## config.mk

```make
export PLATFORM = sky130hd
export DESIGN_NAME = handshake_responder_flat
export DESIGN_NICKNAME = d
export VERILOG_FILES = /design/src/rtl/resp_pkg.sv /design/src/rtl/handshake_responder_if.sv /design/src/rtl/resp_fifo.sv /design/src/rtl/handshake_responder.sv /design/src/flat_wrapper.sv
export SDC_FILE = /design/constraint.sdc
export NUM_CORES = 1
export LEC_CHECK = 0
export ABC_AREA = 1
export CORE_AREA = 4 4 64 78
export CTS_CLUSTER_DIAMETER = 80
export DETAILED_ROUTE_END_ITERATION = 6
export DIE_AREA = 0 0 68 82
export DONT_BUFFER_PORTS = 1
export PLACE_DENSITY_LB_ADDON = 0.08
export SYNTH_ARGS = -nofsm -noshare
export SYNTH_HDL_FRONTEND = slang
export SYNTH_SLANG_ARGS = --single-unit
export TNS_END_PERCENT = 5
```

## constraint.sdc

```tcl
create_clock -name clk -period 5.2 [get_ports clk]
set_input_delay 1.04 -clock clk [delete_from_list [all_inputs] [get_ports clk]]
set_output_delay 1.04 -clock clk [all_outputs]
set_load 0.01 [all_outputs]
```

## src/rtl/resp_pkg.sv

```systemverilog
// Shared definitions for the handshake responder: FSM encoding, default sizing, count width helper.
package resp_pkg;

    typedef enum logic [1:0] {
        IDLE  = 2'd0,
        DELAY = 2'd1,
        STALL = 2'd2,
        ACK   = 2'd3
    } state_t;

    localparam int DEF_DW        = 8;
    localparam int DEF_DEPTH     = 4;
    localparam int DEF_ACK_DELAY = 3;

    // Count must reach DEPTH itself, hence one bit beyond the address width.
    function automatic int cnt_w(input int depth);
        return $clog2(depth) + 1;
    endfunction

endpackage

```

## src/rtl/handshake_responder_if.sv

```systemverilog
// Sender/drain side bundle of the handshake responder; data_par/par_err exist only with RESP_PARITY_EN.
interface handshake_responder_if #(
    parameter int DW    = resp_pkg::DEF_DW,
    parameter int DEPTH = resp_pkg::DEF_DEPTH
) ();

    localparam int CW = resp_pkg::cnt_w(DEPTH);

    logic          validdata;
    logic [DW-1:0] data_in;
    logic          acknowledge;
    logic          rd_en;
    logic [DW-1:0] data_out;
    logic          empty;
    logic          full;
    logic [CW-1:0] count;
    logic          proto_err;
`ifdef RESP_PARITY_EN
    logic          data_par;
    logic          par_err;
`endif

    modport master (
`ifdef RESP_PARITY_EN
        output data_par,
        input  par_err,
`endif
        output validdata, data_in, rd_en,
        input  acknowledge, data_out, empty, full, count, proto_err
    );

    modport slave (
`ifdef RESP_PARITY_EN
        input  data_par,
        output par_err,
`endif
        input  validdata, data_in, rd_en,
        output acknowledge, data_out, empty, full, count, proto_err
    );

endinterface

```

## src/rtl/resp_fifo.sv

```systemverilog
// Show-ahead word FIFO; rd_dat reads 0 when empty.
// Latency: write visible on rd_dat the cycle after wr_en; count updates same edge.
// Backpressure: writes while full are dropped unless a read frees the slot in the same cycle.
module resp_fifo
    import resp_pkg::*;
#(
    parameter int DW    = DEF_DW,
    parameter int DEPTH = DEF_DEPTH
) (
    input  logic                    clk,
    input  logic                    rst,
    input  logic                    wr_en,
    input  logic [DW-1:0]           wr_dat,
    input  logic                    rd_en,
    output logic [DW-1:0]           rd_dat,
    output logic                    empty,
    output logic                    full,
    output logic [cnt_w(DEPTH)-1:0] count
);

    localparam int AW = $clog2(DEPTH);

    logic [DW-1:0] mem [DEPTH];
    logic [AW:0]   wr_ptr;
    logic [AW:0]   rd_ptr;
    logic          do_rd;
    logic          do_wr;

    // Pointers carry one wrap bit so full and empty stay distinguishable.
    assign count  = wr_ptr - rd_ptr;
    assign empty  = (count == '0);
    assign full   = (count == (AW+1)'(DEPTH));
    assign do_rd  = rd_en && !empty;
    assign do_wr  = wr_en && (!full || do_rd);
    assign rd_dat = empty ? '0 : mem[rd_ptr[AW-1:0]];

    always_ff @(posedge clk) begin
        if (rst) begin
            wr_ptr <= '0;
            rd_ptr <= '0;
        end else begin
            if (do_wr) wr_ptr <= wr_ptr + 1'b1;
            if (do_rd) rd_ptr <= rd_ptr + 1'b1;
        end
    end

    always_ff @(posedge clk) begin
        if (do_wr) mem[wr_ptr[AW-1:0]] <= wr_dat;
    end

endmodule

```

## src/rtl/handshake_responder.sv

```systemverilog
// Captures one-pulse validdata words, holds them ACK_DELAY cycles, stores them and pulses acknowledge.
// Latency: validdata at edge N -> FIFO write and acknowledge high from edge N+1+ACK_DELAY, one cycle.
// Backpressure: full FIFO parks the word in STALL and withholds acknowledge; RESP_PARITY_EN adds parity drop.
module handshake_responder
    import resp_pkg::*;
#(
    parameter int DW        = DEF_DW,
    parameter int DEPTH     = DEF_DEPTH,
    parameter int ACK_DELAY = DEF_ACK_DELAY
) (
    input  logic                  clk,
    input  logic                  rst,
    handshake_responder_if.slave  bus
);

    state_t                  state_q;
    state_t                  state_d;
    logic [DW-1:0]           hold_reg;
    logic [7:0]              dly_cnt;
    logic                    hold_bad;
    logic                    space;
    logic                    fifo_wr;
    logic                    ack_q;
    logic                    proto_err_q;
    logic [DW-1:0]           fifo_dat;
    logic                    fifo_empty;
    logic                    fifo_full;
    logic [cnt_w(DEPTH)-1:0] fifo_count;

    // A word that will be discarded never needs room, so it is acknowledged without stalling.
    assign space = !fifo_full || bus.rd_en || hold_bad;

    always_comb begin
        state_d = state_q;
        fifo_wr = 1'b0;
        case (state_q)
            IDLE: begin
                if (bus.validdata) state_d = DELAY;
            end
            DELAY: begin
                if (dly_cnt == 8'd0) begin
                    if (space) begin
                        fifo_wr = !hold_bad;
                        state_d = ACK;
                    end else begin
                        state_d = STALL;
                    end
                end
            end
            STALL: begin
                if (space) begin
                    fifo_wr = !hold_bad;
                    state_d = ACK;
                end
            end
            ACK: begin
                state_d = IDLE;
            end
            default: state_d = IDLE;
        endcase
    end

    always_ff @(posedge clk) begin
        if (rst) begin
            state_q     <= IDLE;
            ack_q       <= 1'b0;
            dly_cnt     <= 8'd0;
            hold_reg    <= '0;
            proto_err_q <= 1'b0;
        end else begin
            state_q <= state_d;
            ack_q   <= (state_d == ACK);
            if (state_q == IDLE && bus.validdata) begin
                hold_reg <= bus.data_in;
                dly_cnt  <= 8'(ACK_DELAY);
            end else if (state_q == DELAY && dly_cnt != 8'd0) begin
                dly_cnt <= dly_cnt - 8'd1;
            end
            if (state_q != IDLE && bus.validdata) proto_err_q <= 1'b1;
        end
    end

`ifdef RESP_PARITY_EN
    logic par_err_q;

    always_ff @(posedge clk) begin
        if (rst) begin
            hold_bad  <= 1'b0;
            par_err_q <= 1'b0;
        end else if (state_q == IDLE && bus.validdata) begin
            hold_bad <= ^{bus.data_in, bus.data_par};
            if (^{bus.data_in, bus.data_par}) par_err_q <= 1'b1;
        end
    end

    assign bus.par_err = par_err_q;
`else
    assign hold_bad = 1'b0;
`endif

    resp_fifo #(
        .DW    (DW),
        .DEPTH (DEPTH)
    ) u_fifo (
        .clk    (clk),
        .rst    (rst),
        .wr_en  (fifo_wr),
        .wr_dat (hold_reg),
        .rd_en  (bus.rd_en),
        .rd_dat (fifo_dat),
        .empty  (fifo_empty),
        .full   (fifo_full),
        .count  (fifo_count)
    );

    assign bus.acknowledge = ack_q;
    assign bus.proto_err   = proto_err_q;
    assign bus.data_out    = fifo_dat;
    assign bus.empty       = fifo_empty;
    assign bus.full        = fifo_full;
    assign bus.count       = fifo_count;

endmodule

```

## src/flat_wrapper.sv

```systemverilog
// flat-port wrapper written by rule: the top's interface ports become plain ports
module handshake_responder_flat import resp_pkg::*;
#(
    parameter int DW        = DEF_DW,
    parameter int DEPTH     = DEF_DEPTH,
    parameter int ACK_DELAY = DEF_ACK_DELAY
)
  (clk, rst, bus_validdata, bus_data_in, bus_rd_en, bus_acknowledge, bus_data_out, bus_empty, bus_full, bus_count, bus_proto_err);
  handshake_responder_if #(.DW(DW), .DEPTH(DEPTH)) bus_i ();
  input  logic clk;
  input  logic rst;
  input wire logic [$bits(bus_i.validdata)-1:0] bus_validdata;
  input wire logic [$bits(bus_i.data_in)-1:0] bus_data_in;
  input wire logic [$bits(bus_i.rd_en)-1:0] bus_rd_en;
  output wire logic [$bits(bus_i.acknowledge)-1:0] bus_acknowledge;
  output wire logic [$bits(bus_i.data_out)-1:0] bus_data_out;
  output wire logic [$bits(bus_i.empty)-1:0] bus_empty;
  output wire logic [$bits(bus_i.full)-1:0] bus_full;
  output wire logic [$bits(bus_i.count)-1:0] bus_count;
  output wire logic [$bits(bus_i.proto_err)-1:0] bus_proto_err;
  assign bus_i.validdata = bus_validdata;
  assign bus_i.data_in = bus_data_in;
  assign bus_i.rd_en = bus_rd_en;
  assign bus_acknowledge = bus_i.acknowledge;
  assign bus_data_out = bus_i.data_out;
  assign bus_empty = bus_i.empty;
  assign bus_full = bus_i.full;
  assign bus_count = bus_i.count;
  assign bus_proto_err = bus_i.proto_err;
  handshake_responder #(.DW(DW), .DEPTH(DEPTH), .ACK_DELAY(ACK_DELAY)) u_core (.clk(clk), .rst(rst), .bus(bus_i));
endmodule
```

==> implementation parameters, run 1 <==
Parameter                              Value

Critical path
  Maximum fanout along the worst path    10
  Endpoint of the most critical register-to-register path    u_core.u_fifo.mem[1][3]$_DFFE_PP_
  Worst endpoint data arrival time    2.19 ns
  Kind of capture point of the worst setup path    output pin
  Slowest Stage Delay on Critical Path    0.50 ns
  Reg2Reg Launch Point    u_core.u_fifo.wr_ptr[0]$_SDFFE_PP0P_
  Length in cells of the worst reg-to-reg path    8
  WS Path Type    reg -> out
  Cells along the critical path    inv_1, ha_1, fa_1, nand2_1, inv_1, nand3_2, nand2_1, inv_1
  CP Data Required Time    about 4.2 ns
  R2R setup slack    between 2 and 3 ns
  Setup crit start kind    register
  Most frequent cell on the critical path    sky130_fd_sc_hd__inv_1
  Cell with the largest stage delay on the worst path    sky130_fd_sc_hd__fa_1

Synthesis
  Biggest area consumer among synthesized cells    sky130_fd_sc_hd__edfxtp_1
  Share of synthesized area occupied by flip-flops and latches    0.5680
  Distinct cell type count after synthesis    27
  Number of register bits inferred by synthesis    60
  Syn_area_per_cell    9.466 um2
  Number of flops mapped to enable cells by yosys    32
  Primary FF master, synth    sky130_fd_sc_hd__edfxtp_1
  Share of flip-flops with an asynchronous set or reset after synthesis    0
  Synth top area share    0.3587
  Syn_nets    just over 300
  Ranking of synthesized cells by area    sky130_fd_sc_hd__edfxtp_1 (36%), sky130_fd_sc_hd__dfxtp_1 (21%), sky130_fd_sc_hd__nor2_1 (7.7%)
  Post-Syn Instances    283
  Yosys synthesis warning count    0
  Syn Std Cell Area    0.002679 mm2

Pwr
  Switching component of the power    0.0007436 W
  Leak    1.223 nW
  Sequential share of power    0.366
  PD cells    627.7 mW/mm2
  Relative contribution of combinational cells to total power    0.370
  Cell-internal power    0.001120 W
  Worst ir drop on vdd    0.3765 mV
  Sw Share    0.3990
  Clock network power share    0.264

Clocking
  Post-CTS setup repair buffer count    0
  Clock root buffer master    sky130_fd_sc_hd__clkbuf_8
  Clk_lat worst skew    0.34 ns
  Cts bufs inserted    9
  CTS tree    done
  Num Clock Sinks    60
  Cts hold-fix bufs    0
  Number of gates resized after cts    0
  Clock slew at the register clock pins of the worst setup and hold paths    0.06 ns
  Max Root-Sink Buffers    2
  H-Tree Level Count    3

Final layout
  Largest register FFs    32
  Share of cells above drive strength 1    0.1190
  Antenna diode count    0
  Area Growth Syn to Fin    10.84%
  Nets    313

Worst hold path
  Hold Path Cell Cnt    2
  HP Class    reg -> reg
  Launch point of the worst hold path    u_core.dly_cnt[0]$_SDFFE_PP0P_
  Terminating pin of the worst hold path    u_core.dly_cnt[0]$_SDFFE_PP0P_

Drt
  Remaining antenna violation count    0
  Number of search-and-repair iterations in the first detailed-routing pass    4
  Via count    1,834
  Drt drc    0
  Via-to-Cell Ratio    approximately 5.2
  Total detailed-routing wirelength    4796 um
  Wire length per cell    13.70 um
  DRC violation total after the first TritonRoute iteration    between 100 and 150

Placed design
  Half-perimeter wire length after detailed placement    3147 um
  Placer Congestion    0.8293
  Number of port buffers    0

Floorplan
  Effective utilization at floorplan    0.6334
  Number of rows in the core area    26
  Die boundary width    between 60 and 70 um
  Area of the die    0.005576 mm2
  Boundary Pins    27
  Core box area    0.004229 mm2
  Floorplan die height    about 82 um

GRT
  GRT Residual Overflow    0
  Initial antenna violation count    0
  Via count of the first global-routing pass    1,704
  First-pass GRT wire length    7555 um
  Largest net degree at the start of global routing    18
  Global-route usage over all layers    0.1904

STA
  Peak clock frequency supported by timing    0.3093 GHz
  Post-layout min period    3.233 ns
  Count of final max-slew check failures    0
  Final critical-path share of the clock period    0.6218
  Setup repair after global routing missed its margin    no
  Worst setup skew after layout    0.008270 ns
  Headroom to the max-slew limit    0.4237
  Tightest Pin Transition    0.8613 ns
  Tightest hold margin    about 0.46 ns
  Setup violation total in the final timing report    0
  Final setup TNS    0 ns
  Number of hold violations in the final report    0

Outcome
  Run status    completed

Job
  # Max-Cap Violations    0
cell usage in the layout, fill, tap and decap left out, drive strengths merged, types with 3 or more instances in the layout:
master and instances:
o32ai 8, o21ai 31, clkinv 3, nand3 8, clkbuf 11, edfxtp 32
inv 42, dfxtp 28, ha 11, a21oi 17, nor2 61, nand2 33
logic make-up after synthesis:
| group | count (synthesis) | synth area share |
|---|---|---|
| fa+ha+maj | 12 | 0.05885 |
| compound gates | 57 | 0.1205 |
| flops | 60 | 0.5680 |
| buf+inv | 48 | 0.06912 |
| simple gates | 105 | 0.1803 |
| xor+xnor | 1 | 0.003270 |
worst max path at each step:
stage                                                    start              end  cells past startpoint
final                     u_core.u_fifo.wr_ptr[0]$_SDFFE_PP0P_  bus_data_out[7]                      8
after global routing      u_core.u_fifo.wr_ptr[0]$_SDFFE_PP0P_  bus_data_out[5]                      8
after global placement    u_core.u_fifo.wr_ptr[0]$_SDFFE_PP0P_  bus_data_out[7]                      8
after detailed placement  u_core.u_fifo.wr_ptr[0]$_SDFFE_PP0P_  bus_data_out[7]                      8
after CTS                 u_core.u_fifo.wr_ptr[0]$_SDFFE_PP0P_  bus_data_out[7]                      8
after floorplan           u_core.u_fifo.wr_ptr[0]$_SDFFE_PP0P_  bus_data_out[0]                      8
critical path: cells and delay by family, from the launching register on:
family | cells | cell delay, ns
fa+ha+maj | 2 | 0.72
simple gates | 3 | 0.45
flops | 1 | 0.35
buf+inv | 3 | 0.33
per-layer routing:
metal,GRT usage,wire (um)
met4,0.1034,144
met3,0.05062,186
met2,0.3269,2405
met5,0,0
met1,0.2108,2060
synthesized netlist by cell type (all sizes together) (2+ instances only):
cell type	count
nor2	61
inv	42
nand2	33
edfxtp	32
o21ai	31
dfxtp	28
a21oi	17
ha	11
nand3	8
o32ai	8
clkbuf	3
buf	2
nand4	2
layout make-up:
type	count	area, um2
Fill cell	347	1260
Inverter	43	161.4
Tap cell	56	70.07
Clock buffer	11	162.7
Multi-Input combinational cell	175	972.2
Clock inverter	5	81.33
Sequential cell	60	1521
through the flow:
stage	total power (W)	util	worst slack [ns]	area (um2)	std cells
floorplan	0.001248	-	2.557	2679	283
global placement	0.001368	0.6444	2.370	2725	334
detailed placement	0.001379	0.6444	2.321	2725	334
CTS	0.001876	0.7021	1.937	2969	350
global route	0.001999	0.7021	1.779	2969	350
finish	0.001864	0.7021	1.967	2969	350
power groups by stage:
stage | logic [W] | clock network [W] | registers (W)
after floorplan | 0.000594 | 0 | 0.000653
after global placement | 0.000678 | 0 | 0.000689
after detailed placement | 0.000688 | 0 | 0.000691
after CTS | 0.000699 | 0.000495 | 0.000682
after global routing | 0.000790 | 0.000515 | 0.000694
final | 0.000689 | 0.000493 | 0.000681
Power figures use the tool's default switching activity.
==> inputs of run 2 (changes only) <==
Settings changed: CORE_AREA 4 4 64 78 to 4 4 69 83, DIE_AREA 0 0 68 82 to 0 0 73 87.
Clock period 5.2 ns to 2.63 ns, I/O delays scaled along.
==> implementation parameters, run 2 (synthesis results as in run 1) <==
Parameter                              Value

Outcome
  Run status    completed (unchanged)

Pwr
  Leak    1.234 nW (was 1.223 nW)
  Worst ir drop on vdd    0.6588 mV (was 0.3765 mV)
  Final Total Pwr    0.003700 W (was 0.001864 W)
  PD cells    1237 mW/mm2 (was 627.7 mW/mm2)

Critical path
  Buffers plus inverters on the worst setup path    3 (unchanged)
  CP Data Required Time    2.10 ns (was 4.16 ns)
  Most frequent cell on the critical path    sky130_fd_sc_hd__nand2_1 (was sky130_fd_sc_hd__inv_1)
  Maximum fanout along the worst path    5 (was 10)
  R2R setup slack    0.41 ns (was 2.55 ns)
  Length in cells of the worst reg-to-reg path    9 (was 8)
  Cell with the largest stage delay on the worst path    sky130_fd_sc_hd__fa_1 (unchanged)
  Kind of cell with the highest combined delay on the critical path    adder cells (unchanged)
  Worst endpoint data arrival time    1.93 ns (was 2.19 ns)
  Kind of capture point of the worst setup path    output pin (unchanged)
  Reg2Reg Launch Point    u_core.u_fifo.wr_ptr[0]$_SDFFE_PP0P_ (unchanged)
  Endpoint of the most critical register-to-register path    u_core.u_fifo.mem[3][2]$_DFFE_PP_ (was u_core.u_fifo.mem[1][3]$_DFFE_PP_)
  WS Path Type    reg -> out (unchanged)
  Cells along the critical path    inv_2, ha_1, fa_1, nand2_1, inv_4, nand3_4, nand2_1, inv_1 (was inv_1, ha_1, fa_1, nand2_1, inv_1, nand3_2, nand2_1, inv_1)
  Setup crit start kind    register (unchanged)
  Slowest Stage Delay on Critical Path    0.49 ns (was 0.50 ns)

Clocking
  Clock root buffer master    sky130_fd_sc_hd__clkbuf_8 (unchanged)
  Max Root-Sink Buffers    2 (unchanged)
  H-Tree Level Count    3 (unchanged)
  Clock slew at the register clock pins of the worst setup and hold paths    0.07 ns (was 0.06 ns)
  Cts hold-fix bufs    0 (unchanged)
  Cts bufs inserted    9 (unchanged)
  CTS tree    done (unchanged)
  Clk_lat worst skew    0.32 ns (was 0.34 ns)
  Num Clock Sinks    60 (unchanged)

Worst hold path
  Launch point of the worst hold path    rst (was u_core.dly_cnt[0]$_SDFFE_PP0P_)
  HP Class    in -> reg (was reg -> reg)
  Terminating pin of the worst hold path    u_core.state_q[0]$_SDFF_PP0_ (was u_core.dly_cnt[0]$_SDFFE_PP0P_)
  Hold Path Cell Cnt    1 (was 2)

Placed design
  Placer Congestion    0.8119 (was 0.8293)
  Number of port buffers    0 (unchanged)
  Worst setup timing slack at the placement stage    0.2204 ns (was 2.321 ns)
  Half-perimeter wire length after detailed placement    3510 um (was 3147 um)

Drt
  Remaining antenna violation count    0 (unchanged)
  Number of search-and-repair iterations in the first detailed-routing pass    4 (unchanged)
  Wire length per cell    14.34 um (was 13.70 um)
  Via-to-Cell Ratio    5.139 (was 5.240)
  Drt drc    0 (unchanged)
  Via count    1,855 (was 1,834)
  Total detailed-routing wirelength    5175 um (was 4796 um)
  DRC violation total after the first TritonRoute iteration    104 (was 125)

Final layout
  Fill cell instance count of the final layout    440 (was 347)
  Most common cell after layout, fill and taps aside    sky130_fd_sc_hd__nor2_1 (unchanged)
  Largest register FFs    32 (unchanged)
  Post-Route Utilization    0.6056 (was 0.7021)
  Area Growth Syn to Fin    11.68% (was 10.84%)
  Most frequent cells in the layout    sky130_fd_sc_hd__nor2_1 (55), sky130_fd_sc_hd__inv_1 (39), sky130_fd_sc_hd__edfxtp_1 (32), sky130_fd_sc_hd__o21ai_0 (27), sky130_fd_sc_hd__dfxtp_1 (27) (was sky130_fd_sc_hd__nor2_1 (55), sky130_fd_sc_hd__inv_1 (41), sky130_fd_sc_hd__edfxtp_1 (32), sky130_fd_sc_hd__dfxtp_1 (28), sky130_fd_sc_hd__o21ai_0 (27))
  Antenna diode count    0 (unchanged)
  Nets    320 (was 313)
  Share of cells above drive strength 1    0.1429 (was 0.1190)

STA
  Worst setup skew after layout    0.003169 ns (was 0.008270 ns)
  Final setup TNS    0 ns (unchanged)
  Setup repair after global routing missed its margin    no (unchanged)
  Post-layout min period    2.455 ns
  Tightest Pin Transition    0.5200 ns (was 0.8613 ns)
  Number of hold violations in the final report    0 (unchanged)
  Count of final max-slew check failures    0 (unchanged)
  Final critical-path share of the clock period    0.9336
  Tightest hold margin    0.2596 ns (was 0.4606 ns)
  Setup violation total in the final timing report    0 (unchanged)
  Final Worst Setup Slack    0.1747 ns (was 1.967 ns)
  Headroom to the max-slew limit    0.6529 (was 0.4237)
  Peak clock frequency supported by timing    slightly above 0.4 GHz

Floorplan
  Core box area    0.004940 mm2 (was 0.004229 mm2)
  Floorplan die height    87 um (was 82 um)
  Area of the die    0.006351 mm2 (was 0.005576 mm2)
  Effective utilization at floorplan    0.5423 (was 0.6334)
  Number of rows in the core area    28 (was 26)
  Die boundary width    73 um (was 68 um)
  Boundary Pins    27 (unchanged)

Job
  # Max-Cap Violations    0 (unchanged)

GRT
  Largest net degree at the start of global routing    17 (was 18)
  GRT Residual Overflow    0 (unchanged)
  Global-route usage over all layers    0.1866 (was 0.1904)
  Via count of the first global-routing pass    1,812 (was 1,704)
  First-pass GRT wire length    8694 um (was 7555 um)
  Initial antenna violation count    0 (unchanged)
==> run 2: changes by cell type in the layout (fill, tap and decap cells not counted), sizes merged <==
cell,previous run,this run
bufinv,2,1
nand3,8,9
buf,0,6
clkinv,3,5
clkbuf,11,10
==> run 2: what timing repair did <==
action,CTS,global route
gates resized for setup,3,4
pin swaps,1,0
cloned,1,0
buffers inserted,0,2
endpoints found under the setup margin,9,10
==> run 2: worst max-delay path by stage <==
stage	cells past startpoint	endpoint	from
floorplan	8	u_core.u_fifo.mem[2][0]$_DFFE_PP_	u_core.u_fifo.wr_ptr[0]$_SDFFE_PP0P_
global placement	8	bus_data_out[7]	u_core.u_fifo.wr_ptr[0]$_SDFFE_PP0P_
detailed placement	8	bus_data_out[3]	u_core.u_fifo.wr_ptr[0]$_SDFFE_PP0P_
CTS	8	bus_data_out[0]	u_core.u_fifo.wr_ptr[0]$_SDFFE_PP0P_
global route	8	bus_data_out[0]	u_core.u_fifo.wr_ptr[0]$_SDFFE_PP0P_
finish	8	bus_data_out[3]	u_core.u_fifo.wr_ptr[0]$_SDFFE_PP0P_
==> run 2: report_power, final <==
| group | switching (W) | total (W) | internal (W) | leakage, nW |
|---|---|---|---|---|
| Clock | 0.000343 | 0.000771 | 0.000428 | 0.0911 |
| Combinational | 0.00108 | 0.00160 | 0.000520 | 0.618 |
| Sequential | 0.000144 | 0.00133 | 0.00118 | 0.524 |
| Total | 0.00157 | 0.00370 | 0.00213 | 1.23 |
==> run 2: worst register-to-register path, stage by stage (launching register included) <==
cell and delay [ns]:
sky130_fd_sc_hd__dfxtp_2 0.35, sky130_fd_sc_hd__inv_2 0.06, sky130_fd_sc_hd__ha_1 0.20, sky130_fd_sc_hd__fa_1 0.45, sky130_fd_sc_hd__nand2_1 0.12, sky130_fd_sc_hd__inv_4 0.07, sky130_fd_sc_hd__buf_4 0.14, sky130_fd_sc_hd__nand3_2 0.09
sky130_fd_sc_hd__nand3_4 0.13, sky130_fd_sc_hd__nor2_4 0.29
==> run 2: area by class of cell <==
| type | count | area [um2] | area share |
|---|---|---|---|
| repair buffers | 6 | 45.04 | 0.01506 |
| multi-input cells | 176 | 1002 | 0.3350 |
| clock inverters | 6 | 55.05 | 0.01840 |
| inverters | 43 | 163.9 | 0.05479 |
| well taps | 60 | 75.07 | 0.02509 |
| flip-flops and latches | 60 | 1523 | 0.5090 |
| clock buffers | 10 | 127.6 | 0.04266 |
==> run 2: through the flow <==
step | cells | instance area [um2]
finish | 361 | 2992
global route | 361 | 2992
CTS | 359 | 2968
detailed placement | 342 | 2760
global placement | 342 | 2760
floorplan | 283 | 2679
==> run 2: layer usage <==
metal  share of wire  routed length (um)  track usage
met2            0.50                2566       0.2970
met4           0.012                  62      0.08054
met1            0.46                2355       0.2267
met3           0.037                 190      0.06582
met5               0                   0            0
==> inputs of run 3 (changes only) <==
Settings changed: PLACE_DENSITY_LB_ADDON 0.08 to 0.25.
==> implementation parameters, run 3 (synthesis results as in run 1) <==
Parameter                              Value

Final layout
  Antenna diode count    0 (unchanged)
  Non-Filler Instances    362 (was 361)
  Most frequent cells in the layout    sky130_fd_sc_hd__nor2_1 (55), sky130_fd_sc_hd__inv_1 (39), sky130_fd_sc_hd__edfxtp_1 (32), sky130_fd_sc_hd__o21ai_0 (27), sky130_fd_sc_hd__dfxtp_1 (27) (unchanged)
  Share of cells above drive strength 1    0.1556 (was 0.1429)
  Most common cell after layout, fill and taps aside    sky130_fd_sc_hd__nor2_1 (unchanged)
  Post-Route Utilization    0.6168 (was 0.6056)
  Largest register FFs    32 (unchanged)
  Area Growth Syn to Fin    13.73% (was 11.68%)
  Nets    321 (was 320)

Drt
  DRC violation total after the first TritonRoute iteration    112 (was 104)
  Total detailed-routing wirelength    5164 um (was 5175 um)
  Via-to-Cell Ratio    5.254 (was 5.139)
  Number of search-and-repair iterations in the first detailed-routing pass    4 (unchanged)
  Drt drc    0 (unchanged)
  Wire length per cell    14.27 um (was 14.34 um)
  Remaining antenna violation count    0 (unchanged)
  Via count    1,902 (was 1,855)

Placed design
  Placer Congestion    0.8083 (was 0.8119)
  Number of cells after detailed placement    342 (unchanged)
  Half-perimeter wire length after detailed placement    3417 um (was 3510 um)
  Worst setup timing slack at the placement stage    0.2012 ns (was 0.2204 ns)
  Number of port buffers    0 (unchanged)

Critical path
  Most frequent cell on the critical path    sky130_fd_sc_hd__nand2_1 (unchanged)
  Buffers plus inverters on the worst setup path    3 (unchanged)
  Setup crit start kind    register (unchanged)
  Worst endpoint data arrival time    1.98 ns (was 1.93 ns)
  Slowest Stage Delay on Critical Path    0.53 ns (was 0.49 ns)
  CP Data Required Time    2.10 ns (about the same)
  Maximum fanout along the worst path    5 (unchanged)
  WS Path Type    reg -> out (unchanged)
  Cells along the critical path    inv_2, ha_1, fa_1, nand2_1, inv_4, nand3_4, nand2_1, inv_1 (unchanged)
  Cell with the largest stage delay on the worst path    sky130_fd_sc_hd__fa_1 (unchanged)
  R2R setup slack    0.34 ns (was 0.41 ns)
  Kind of cell with the highest combined delay on the critical path    adder cells (unchanged)
  Kind of capture point of the worst setup path    output pin (unchanged)

STA
  Final setup TNS    0 ns (unchanged)
  Final critical-path share of the clock period    0.9546 (was 0.9336)
  Final Worst Setup Slack    0.1194 ns (was 0.1747 ns)
  Headroom to the max-slew limit    0.6548 (was 0.6529)
  Post-layout min period    2.511 ns (was 2.455 ns)
  Number of hold violations in the final report    0 (unchanged)
  Setup violation total in the final timing report    0 (unchanged)
  Worst setup skew after layout    0.005078 ns (was 0.003169 ns)
  Peak clock frequency supported by timing    0.3983 GHz (was 0.4073 GHz)
  Tightest Pin Transition    0.5172 ns (was 0.5200 ns)
  Count of final max-slew check failures    0 (unchanged)

Floorplan
  Core box area    0.004940 mm2 (unchanged)
  Effective utilization at floorplan    0.5423 (unchanged)
  Area of the die    0.006351 mm2 (unchanged)
  Number of rows in the core area    28 (unchanged)
  Die boundary width    73 um (unchanged)
  Floorplan die height    87 um (unchanged)
  Boundary Pins    27 (unchanged)

Worst hold path
  HP Class    in -> reg (unchanged)

GRT
  Initial antenna violation count    0 (unchanged)
  Via count of the first global-routing pass    1,860 (was 1,812)
  First-pass GRT wire length    8376 um (was 8694 um)
  GRT Residual Overflow    0 (unchanged)
  Global-route usage over all layers    0.1806 (was 0.1866)
  Largest net degree at the start of global routing    17 (unchanged)

Pwr
  PD cells    1281 mW/mm2 (was 1237 mW/mm2)
  Leak    1.260 nW (was 1.234 nW)
  Final Total Pwr    0.003903 W (was 0.003700 W)
  Worst ir drop on vdd    0.7645 mV (was 0.6588 mV)

Clocking
  Cts hold-fix bufs    0 (unchanged)
  CTS tree    done (unchanged)
  H-Tree Level Count    3 (unchanged)
  Cts bufs inserted    9 (unchanged)
  Clock root buffer master    sky130_fd_sc_hd__clkbuf_8 (unchanged)
  Clock slew at the register clock pins of the worst setup and hold paths    0.06 ns (was 0.07 ns)
  Num Clock Sinks    60 (unchanged)
  Max Root-Sink Buffers    2 (unchanged)
  Clk_lat worst skew    0.33 ns (was 0.32 ns)

Job
  # Max-Cap Violations    0 (unchanged)

Outcome
  Run status    completed (unchanged)
run 3: timing repair:
item	in CTS	in global routing
gates resized for setup	4	4
endpoints found under the setup margin	9	10
gates cloned	1	0
buffers inserted	0	3
pin swaps	1	1
run 3: area by class of cell:
cell class	instances	area, um2
fillers	419	1893
flip-flops and latches	60	1523
multi-input cells	176	1005
inverters	43	163.9
clock buffers	12	155.1
well taps	60	75.07
clock inverters	4	72.57
repair buffers	7	52.55
run 3: metrics by stage:
stage	hold WS, ns	cell area, um2
after floorplan	0.4389	2679
after global placement	0.4471	2760
after detailed placement	0.4550	2760
after CTS	0.2364	3015
after global routing	0.2352	3047
final	0.2548	3047
run 3: worst paths after layout:
path                            cells after the start                           endpoint                            startpoint
worst max-delay path                                8                    bus_data_out[7]  u_core.u_fifo.wr_ptr[0]$_SDFFE_PP0P_
worst min-delay path                                1     u_core.dly_cnt[0]$_SDFFE_PP0P_                                   rst
worst max register to register                     10  u_core.u_fifo.mem[2][1]$_DFFE_PP_  u_core.u_fifo.wr_ptr[0]$_SDFFE_PP0P_
worst min register to register                      2     u_core.dly_cnt[0]$_SDFFE_PP0P_        u_core.dly_cnt[0]$_SDFFE_PP0P_
run 3: layer usage:
layer	GRT usage	vias to the layer above	share of wire
met2	0.2986	39	0.50
met4	0.09060	0	0.025
met5	0	-	0
met1	0.1934	883	0.43
met3	0.07968	13	0.049
li1	-	967	-
run 3: worst reg2reg max path: stages, from the launching register on:
cell	delay, ns
sky130_fd_sc_hd__dfxtp_2	0.35
sky130_fd_sc_hd__inv_2	0.06
sky130_fd_sc_hd__ha_1	0.21
sky130_fd_sc_hd__fa_1	0.48
sky130_fd_sc_hd__nand2_1	0.12
sky130_fd_sc_hd__inv_4	0.07
sky130_fd_sc_hd__buf_4	0.14
sky130_fd_sc_hd__nand3_2	0.09
sky130_fd_sc_hd__nand3_4	0.13
sky130_fd_sc_hd__nor2_1	0.15
sky130_fd_sc_hd__buf_4	0.20
run 3: power breakdown:
group          leakage (nW)  total (W)  switching, W  internal, W
Combinational         0.623    0.00165       0.00109     0.000552
Clock                 0.113   0.000926      0.000342     0.000584
Sequential            0.524    0.00133      0.000147      0.00118
Total                  1.26    0.00390       0.00158      0.00232
